===== config.mk =====
export PLATFORM = sky130hd
export DESIGN_NAME = mant_normalizer
export DESIGN_NICKNAME = d
export VERILOG_FILES = /design/src/rtl/mant_normalizer.sv
export SDC_FILE = /design/constraint.sdc
export NUM_CORES = 1
export LEC_CHECK = 0
export ABC_CLOCK_PERIOD_IN_PS = 4700
export CORE_MARGIN = 2
export CORE_UTILIZATION = 61
export CTS_BUF_LIST = sky130_fd_sc_hd__clkbuf_8
export CTS_CLUSTER_SIZE = 16
export DETAILED_ROUTE_END_ITERATION = 10
export DONT_BUFFER_PORTS = 1
export GPL_TIMING_DRIVEN = 0
export HOLD_SLACK_MARGIN = 0.05
export PLACE_DENSITY = 0.77
export SLEW_MARGIN = 30
export SYNTH_ARGS = -nofsm -noshare
export SYNTH_HDL_FRONTEND = slang
export SYNTH_SLANG_ARGS = --single-unit

===== constraint.sdc =====
create_clock -name clk -period 4.7 [get_ports clk]
set_input_delay 1.175 -clock clk [delete_from_list [all_inputs] [get_ports clk]]
set_output_delay 1.175 -clock clk [all_outputs]
set_load 0.005 [all_outputs]

===== src/rtl/mant_normalizer.sv =====
// -----------------------------------------------------------------------------
// mant_normalizer
//
// Two-stage pipelined mantissa normalizer placed after the add/multiply
// datapath. Stage 1 counts the leading zeros of the raw mantissa. Stage 2
// picks the left-shift amount, adjusts the biased exponent and clamps the
// result at the subnormal boundary when the exponent cannot absorb the full
// shift.
//
// Each stage has its own valid flag. A stage accepts new data when it is
// empty or emptying on the same edge, which gives one word per cycle at full
// throughput and lets either side stall.
//
// Ports
//   clk        rising-edge clock
//   rst_n      asynchronous active-low reset, flushes both stages
//   in_valid   input word valid
//   in_ready   stage 1 can accept (combinational from out_ready/valid flags)
//   in_mant    unnormalized mantissa            [MANT_W]
//   in_exp     biased exponent (0 = subnormal)   [EXP_W]
//   in_tag     sideband tag, carried unmodified  [TAG_W]
//   out_valid  result valid
//   out_ready  downstream accepts the result
//   out_mant   normalized (or clamped) mantissa  [MANT_W]
//   out_exp    adjusted exponent                 [EXP_W]
//   out_shift  applied left-shift amount         [CNT_W]
//   out_zero   input mantissa was all zero
//   out_subn   result clamped to subnormal
//   out_tag    tag of the result                 [TAG_W]
// -----------------------------------------------------------------------------
module mant_normalizer #(
    parameter int MANT_W = 48,
    parameter int EXP_W  = 10,
    parameter int TAG_W  = 4,
    parameter int CNT_W  = $clog2(MANT_W + 1)
) (
    input  logic              clk,
    input  logic              rst_n,

    input  logic              in_valid,
    output logic              in_ready,
    input  logic [MANT_W-1:0] in_mant,
    input  logic [EXP_W-1:0]  in_exp,
    input  logic [TAG_W-1:0]  in_tag,

    output logic              out_valid,
    input  logic              out_ready,
    output logic [MANT_W-1:0] out_mant,
    output logic [EXP_W-1:0]  out_exp,
    output logic [CNT_W-1:0]  out_shift,
    output logic              out_zero,
    output logic              out_subn,
    output logic [TAG_W-1:0]  out_tag
);

    // -------------------------------------------------------------------------
    // Leading-zero counter.
    // The mantissa is split into 8-bit chunks counted in parallel; the first
    // non-zero chunk from the MSB side selects the result. This keeps the
    // priority chain short compared with one flat 48-bit scan.
    // -------------------------------------------------------------------------
    localparam int CHUNK_W = 8;
    localparam int CLZ_W   = $clog2(CHUNK_W + 1);
    localparam int N_CHUNK = (MANT_W + CHUNK_W - 1) / CHUNK_W;
    localparam int PAD_W   = N_CHUNK * CHUNK_W;

    logic [PAD_W-1:0]   mant_pad;
    logic [N_CHUNK-1:0] chunk_nz;
    logic [CLZ_W-1:0]   chunk_lz [N_CHUNK];
    logic [CNT_W-1:0]   lz_next;

    // Padding goes on the LSB side so leading-zero counts are unaffected for
    // any non-zero mantissa; the all-zero case is handled by the default.
    generate
        if (PAD_W == MANT_W) begin : g_nopad
            assign mant_pad = in_mant;
        end else begin : g_pad
            assign mant_pad = {in_mant, {(PAD_W - MANT_W){1'b0}}};
        end
    endgenerate

    // Chunk 0 is the most significant chunk.
    generate
        for (genvar gi = 0; gi < N_CHUNK; gi++) begin : g_chunk
            logic [CHUNK_W-1:0] bits;
            logic [CLZ_W-1:0]   lz_c;

            assign bits = mant_pad[PAD_W-1-gi*CHUNK_W -: CHUNK_W];

            // Scan upward; the highest set bit is written last and wins.
            always_comb begin
                lz_c = CLZ_W'(CHUNK_W);
                for (int b = 0; b < CHUNK_W; b++) begin
                    if (bits[b]) begin
                        lz_c = CLZ_W'(CHUNK_W - 1 - b);
                    end
                end
            end

            assign chunk_nz[gi] = |bits;
            assign chunk_lz[gi] = lz_c;
        end
    endgenerate

    // Walk chunks from LSB side to MSB side so the first non-zero chunk from
    // the top is the final assignment.
    always_comb begin
        lz_next = CNT_W'(MANT_W);
        for (int c = N_CHUNK - 1; c >= 0; c--) begin
            if (chunk_nz[c]) begin
                lz_next = CNT_W'(c * CHUNK_W) + CNT_W'(chunk_lz[c]);
            end
        end
    end

    // -------------------------------------------------------------------------
    // Pipeline handshake
    // -------------------------------------------------------------------------
    logic s1_valid_reg;
    logic s2_valid_reg;
    logic s1_ready;
    logic s2_ready;

    assign s2_ready = ~s2_valid_reg | out_ready;
    assign s1_ready = ~s1_valid_reg | s2_ready;
    assign in_ready = s1_ready;

    // -------------------------------------------------------------------------
    // Stage 1 registers: raw word plus its leading-zero count
    // -------------------------------------------------------------------------
    logic [MANT_W-1:0] s1_mant_reg;
    logic [EXP_W-1:0]  s1_exp_reg;
    logic [TAG_W-1:0]  s1_tag_reg;
    logic [CNT_W-1:0]  s1_lz_reg;

    always_ff @(posedge clk or negedge rst_n) begin
        if (!rst_n) begin
            s1_valid_reg <= 1'b0;
            s1_mant_reg  <= '0;
            s1_exp_reg   <= '0;
            s1_tag_reg   <= '0;
            s1_lz_reg    <= '0;
        end else if (s1_ready) begin
            s1_valid_reg <= in_valid;
            if (in_valid) begin
                s1_mant_reg <= in_mant;
                s1_exp_reg  <= in_exp;
                s1_tag_reg  <= in_tag;
                s1_lz_reg   <= lz_next;
            end
        end
    end

    // -------------------------------------------------------------------------
    // Stage 2 decision logic
    // Exponent math is done one bit wider than EXP_W; the subtraction is only
    // taken when exp > lz, so the result never wraps.
    // -------------------------------------------------------------------------
    logic [EXP_W:0]    exp_ext;
    logic [EXP_W:0]    lz_ext;
    logic [EXP_W:0]    exp_minus_lz;
    logic [EXP_W:0]    exp_minus_one;
    logic              mant_is_zero;

    logic [MANT_W-1:0] s2_mant_next;
    logic [EXP_W-1:0]  s2_exp_next;
    logic [CNT_W-1:0]  s2_shift_next;
    logic              s2_zero_next;
    logic              s2_subn_next;

    assign exp_ext       = {1'b0, s1_exp_reg};
    assign lz_ext        = {{(EXP_W + 1 - CNT_W){1'b0}}, s1_lz_reg};
    assign exp_minus_lz  = exp_ext - lz_ext;
    assign exp_minus_one = exp_ext - {{EXP_W{1'b0}}, 1'b1};
    assign mant_is_zero  = (s1_mant_reg == '0);

    always_comb begin
        s2_shift_next = '0;
        s2_exp_next   = '0;
        s2_zero_next  = 1'b0;
        s2_subn_next  = 1'b0;

        if (mant_is_zero) begin
            s2_zero_next = 1'b1;
        end else if (exp_ext > lz_ext) begin
            // Full normalization fits in the exponent range.
            s2_shift_next = s1_lz_reg;
            s2_exp_next   = exp_minus_lz[EXP_W-1:0];
        end else if (s1_exp_reg != '0) begin
            // Shift only as far as exponent 1 allows, then encode as subnormal.
            // exp <= lz <= MANT_W here, so exp-1 fits the count width.
            s2_shift_next = exp_minus_one[CNT_W-1:0];
            s2_subn_next  = 1'b1;
        end else begin
            // Already subnormal: pass the mantissa through untouched.
            s2_subn_next  = 1'b1;
        end

        // Shifted-out bits are leading zeros, so nothing significant is lost.
        s2_mant_next = s1_mant_reg << s2_shift_next;
    end

    // -------------------------------------------------------------------------
    // Stage 2 registers (drive the outputs directly)
    // -------------------------------------------------------------------------
    logic [MANT_W-1:0] s2_mant_reg;
    logic [EXP_W-1:0]  s2_exp_reg;
    logic [CNT_W-1:0]  s2_shift_reg;
    logic              s2_zero_reg;
    logic              s2_subn_reg;
    logic [TAG_W-1:0]  s2_tag_reg;

    always_ff @(posedge clk or negedge rst_n) begin
        if (!rst_n) begin
            s2_valid_reg <= 1'b0;
            s2_mant_reg  <= '0;
            s2_exp_reg   <= '0;
            s2_shift_reg <= '0;
            s2_zero_reg  <= 1'b0;
            s2_subn_reg  <= 1'b0;
            s2_tag_reg   <= '0;
        end else if (s2_ready) begin
            s2_valid_reg <= s1_valid_reg;
            if (s1_valid_reg) begin
                s2_mant_reg  <= s2_mant_next;
                s2_exp_reg   <= s2_exp_next;
                s2_shift_reg <= s2_shift_next;
                s2_zero_reg  <= s2_zero_next;
                s2_subn_reg  <= s2_subn_next;
                s2_tag_reg   <= s1_tag_reg;
            end
        end
    end

    assign out_valid = s2_valid_reg;
    assign out_mant  = s2_mant_reg;
    assign out_exp   = s2_exp_reg;
    assign out_shift = s2_shift_reg;
    assign out_zero  = s2_zero_reg;
    assign out_subn  = s2_subn_reg;
    assign out_tag   = s2_tag_reg;

endmodule


==> impl_metrics.yaml <==
flow_run:
  cap_violations: 0
die:
  die_area_um2: 15700
  die_w_um: 125
  num_rows: 44
  fp.dieH_um: 125
  io_pins: 138
  core-area_um2: 14500
  start_util: 0.620
synthesis:
  synth_top_area_frac: 0.390
  syn-cell-area_um2: 8970
  ys_seq_elements: 140
  synth_top_flop_cell: "dfrtp_1"
  synth_fp_nets: 1076
  synth_cell_types: 65
  ys_seq_area_frac: 0.390
  synth_edf_count: 0
  synth_area_leaders: "dfrtp_1 (39%), mux2_2 (7.3%), nand2_1 (6.3%), o21ai_0 (5.2%), mux2i_1 (4.9%)"
  yosysTopAreaCell: "dfrtp_1"
  synth_top_cells_by_count: "nand2_1 (151), dfrtp_1 (140), o21ai_0 (94)"
  synth_most_common_cell: "nand2_1"
  yosys_warnings: 0
  async_flop_share: 1.00
  synthCells: 1001
  synth.avg_cell_area_um2: 8.97
sta:
  max_freq_mhz: 221
  tightest_slew_ps: 915
  hold_violations: 0
  maxSlewHeadroom: 0.388
  clock-skew-final_ps: 13.9
  min_period_over_period: 0.962
  slew_viol_final: 0
  setup_violations: 0
  fin_crit_ps: 4520
  tns_ps: 0
global_routing:
  grt_pass1_wl_um: 49800
  grt_max_degree: 141
  antenna_found_initial: 0
  grt.total_usage: 0.409
  grt-ovfl-total: 0
  grt_pass1_vias: 8644
layout:
  drive_gt1_frac: 0.135
  multi_input_area_um2: 5180
  ff_latch_area_um2: 3500
  design_area_um2: 9710
  nets: 1095
  utilization: 0.671
  antennaDiodeCount: 0
  area_growth_syn_to_layout_pct: 8.18
  n_fill_cell: 1167
critical_path:
  end_kind: "flop"
  rrSetupSlack_ps: 180
  critical_path_required_ps: 5100
  startpoint_type: "flop"
  crit_path_max_fanout: 10
  cp_data_arrival_time_ps: 4930
  crit_type: "flop to flop"
place:
  place_congestion: 1.02
  io_buffers: 0
  place_area_um2: 9220
  place_hpwl_um: 24800
route:
  topRoutingLayerUsed: "met4"
  met3WireLength_um: 3130
  ant_nets: 0
  dr.pass1.iters: 6
  via_per_inst: 7.42
  postRouteWirelength_um: 32500
  drc_errors: 0
  dr.first_iter.drc_count: 1253
  wl_met2_um: 14600
  wl_per_cell_um: 26.7
  met1_length_um: 12900
  vias: 9032
power_and_ir_drop:
  p_leak_nw: 4.03
  power.density_nw_per_um2: 432
  total_power_mw: 4.20
  vdd.ir_drop.worst_mv: 0.258
outcome:
  status: "finished clean"
clocking:
  tritoncts: "built"
  clock_latency_ps: 470
  cts-root-buf: "clkbuf_8"
  clkTransAtPathRegs_ps: 90
  cts.sinks: 140
  tritoncts.num_buffers: 17
  cts.path.max_buffers: 2
  cts_setup_buffers: 0
  ctsHtreeMaxLevel: 4
  cts.hold.buffers_added: 0
min_path:
  hp-class: "primary input to asynchronous set/reset pin"
critical path: stages, from the launching register on:
cell	delay [ps]
dfrtp_1	450
inv_1	130
ha_1	250
fa_1	400
nand2b_1	200
a211oi_2	350
o21ai_4	140
buf_6	170
mux2_1	230
buf_2	230
buf_2	280
nand2_1	120
a32oi_1	620
mux2i_1	320
a221oi_1	400
a22o_1	170
routing by layer:
layer | track usage | vias to the layer above
met4 | 0.236 | 0
met3 | 0.0933 | 157
met2 | 0.624 | 637
met1 | 0.538 | 4399
met5 | 0 | -
li1 | - | 3839
area by class of cell:
cell class / count / share of cell area
plain buffers: 72 / 0.0322
multi-input cells: 769 / 0.533
clock buffers: 17 / 0.0241
well taps: 184 / 0.0237
flip-flops and latches: 140 / 0.361
inverters: 20 / 0.00773
clock inverters: 15 / 0.0180
kinds of logic after synthesis:
group                    after synthesis  share of synthesized area
XOR/XNOR                              11                     0.0107
AND/OR/NAND/NOR                      322                      0.163
multiplexers                         104                      0.125
AO/OA/AOI/OAI                        323                      0.256
flip-flops                           140                      0.390
buffers and inverters                 92                     0.0425
adder cells (fa/ha/maj)                9                     0.0134
path summary, 6_finish.rpt:
kind,from,endpoint,cells past startpoint
worst min-delay path,rst_n,out_mant[5],0
max in group asynchronous,rst_n,s1_mant_reg[30],0
worst max register to register,s1_exp_reg[0],out_mant[31],15
worst min register to register,s1_tag_reg[0],out_tag[0],2
min in group clk,s1_tag_reg[0],out_tag[0],2
worst max-delay path,s1_exp_reg[0],out_mant[31],15
report_power, final:
part	leakage (nW)	switching [mW]	internal, mW
Sequential	1.71	0.288	1.47
Combinational	2.10	0.883	0.531
Clock	0.214	0.501	0.525
stage by stage:
step	hold slack [ps]	worst slack, ps	cells
after floorplan	433	813	1001
after CTS	388	5.03	1217
final	395	177	1217
after global placement	441	-73.1	1185
after detailed placement	454	-131	1185
after global routing	388	-16.2	1217
cells in the final DEF, fill, tap and decap left out, types with 10 or more instances in the layout:
| cell | instances |
|---|---|
| dfrtp_1 | 140 |
| o31ai_1 | 10 |
| nand2_1 | 151 |
| nor4_1 | 22 |
| a21oi_1 | 33 |
| nor2_1 | 64 |
| nor3_1 | 20 |
| a211oi_1 | 25 |
| o21ai_0 | 94 |
| buf_2 | 16 |
| inv_1 | 23 |
| nand2b_1 | 14 |
| clkbuf_8 | 17 |
| a221oi_1 | 15 |
| nand3_1 | 12 |
| mux2_2 | 58 |
| a32o_1 | 10 |
| mux2i_1 | 42 |
| a22o_1 | 17 |
| a32oi_1 | 27 |
| a2bb2oi_1 | 13 |
| clkbuf_1 | 46 |
| a221o_1 | 12 |
repair_timing:
item                                    CTS  global route
endpoints found under the setup margin   10            35
pin swaps                                 0             0
cloned                                    0             0
resized for setup                         5            14
No activity file was read; power rests on OpenSTA's default activity.
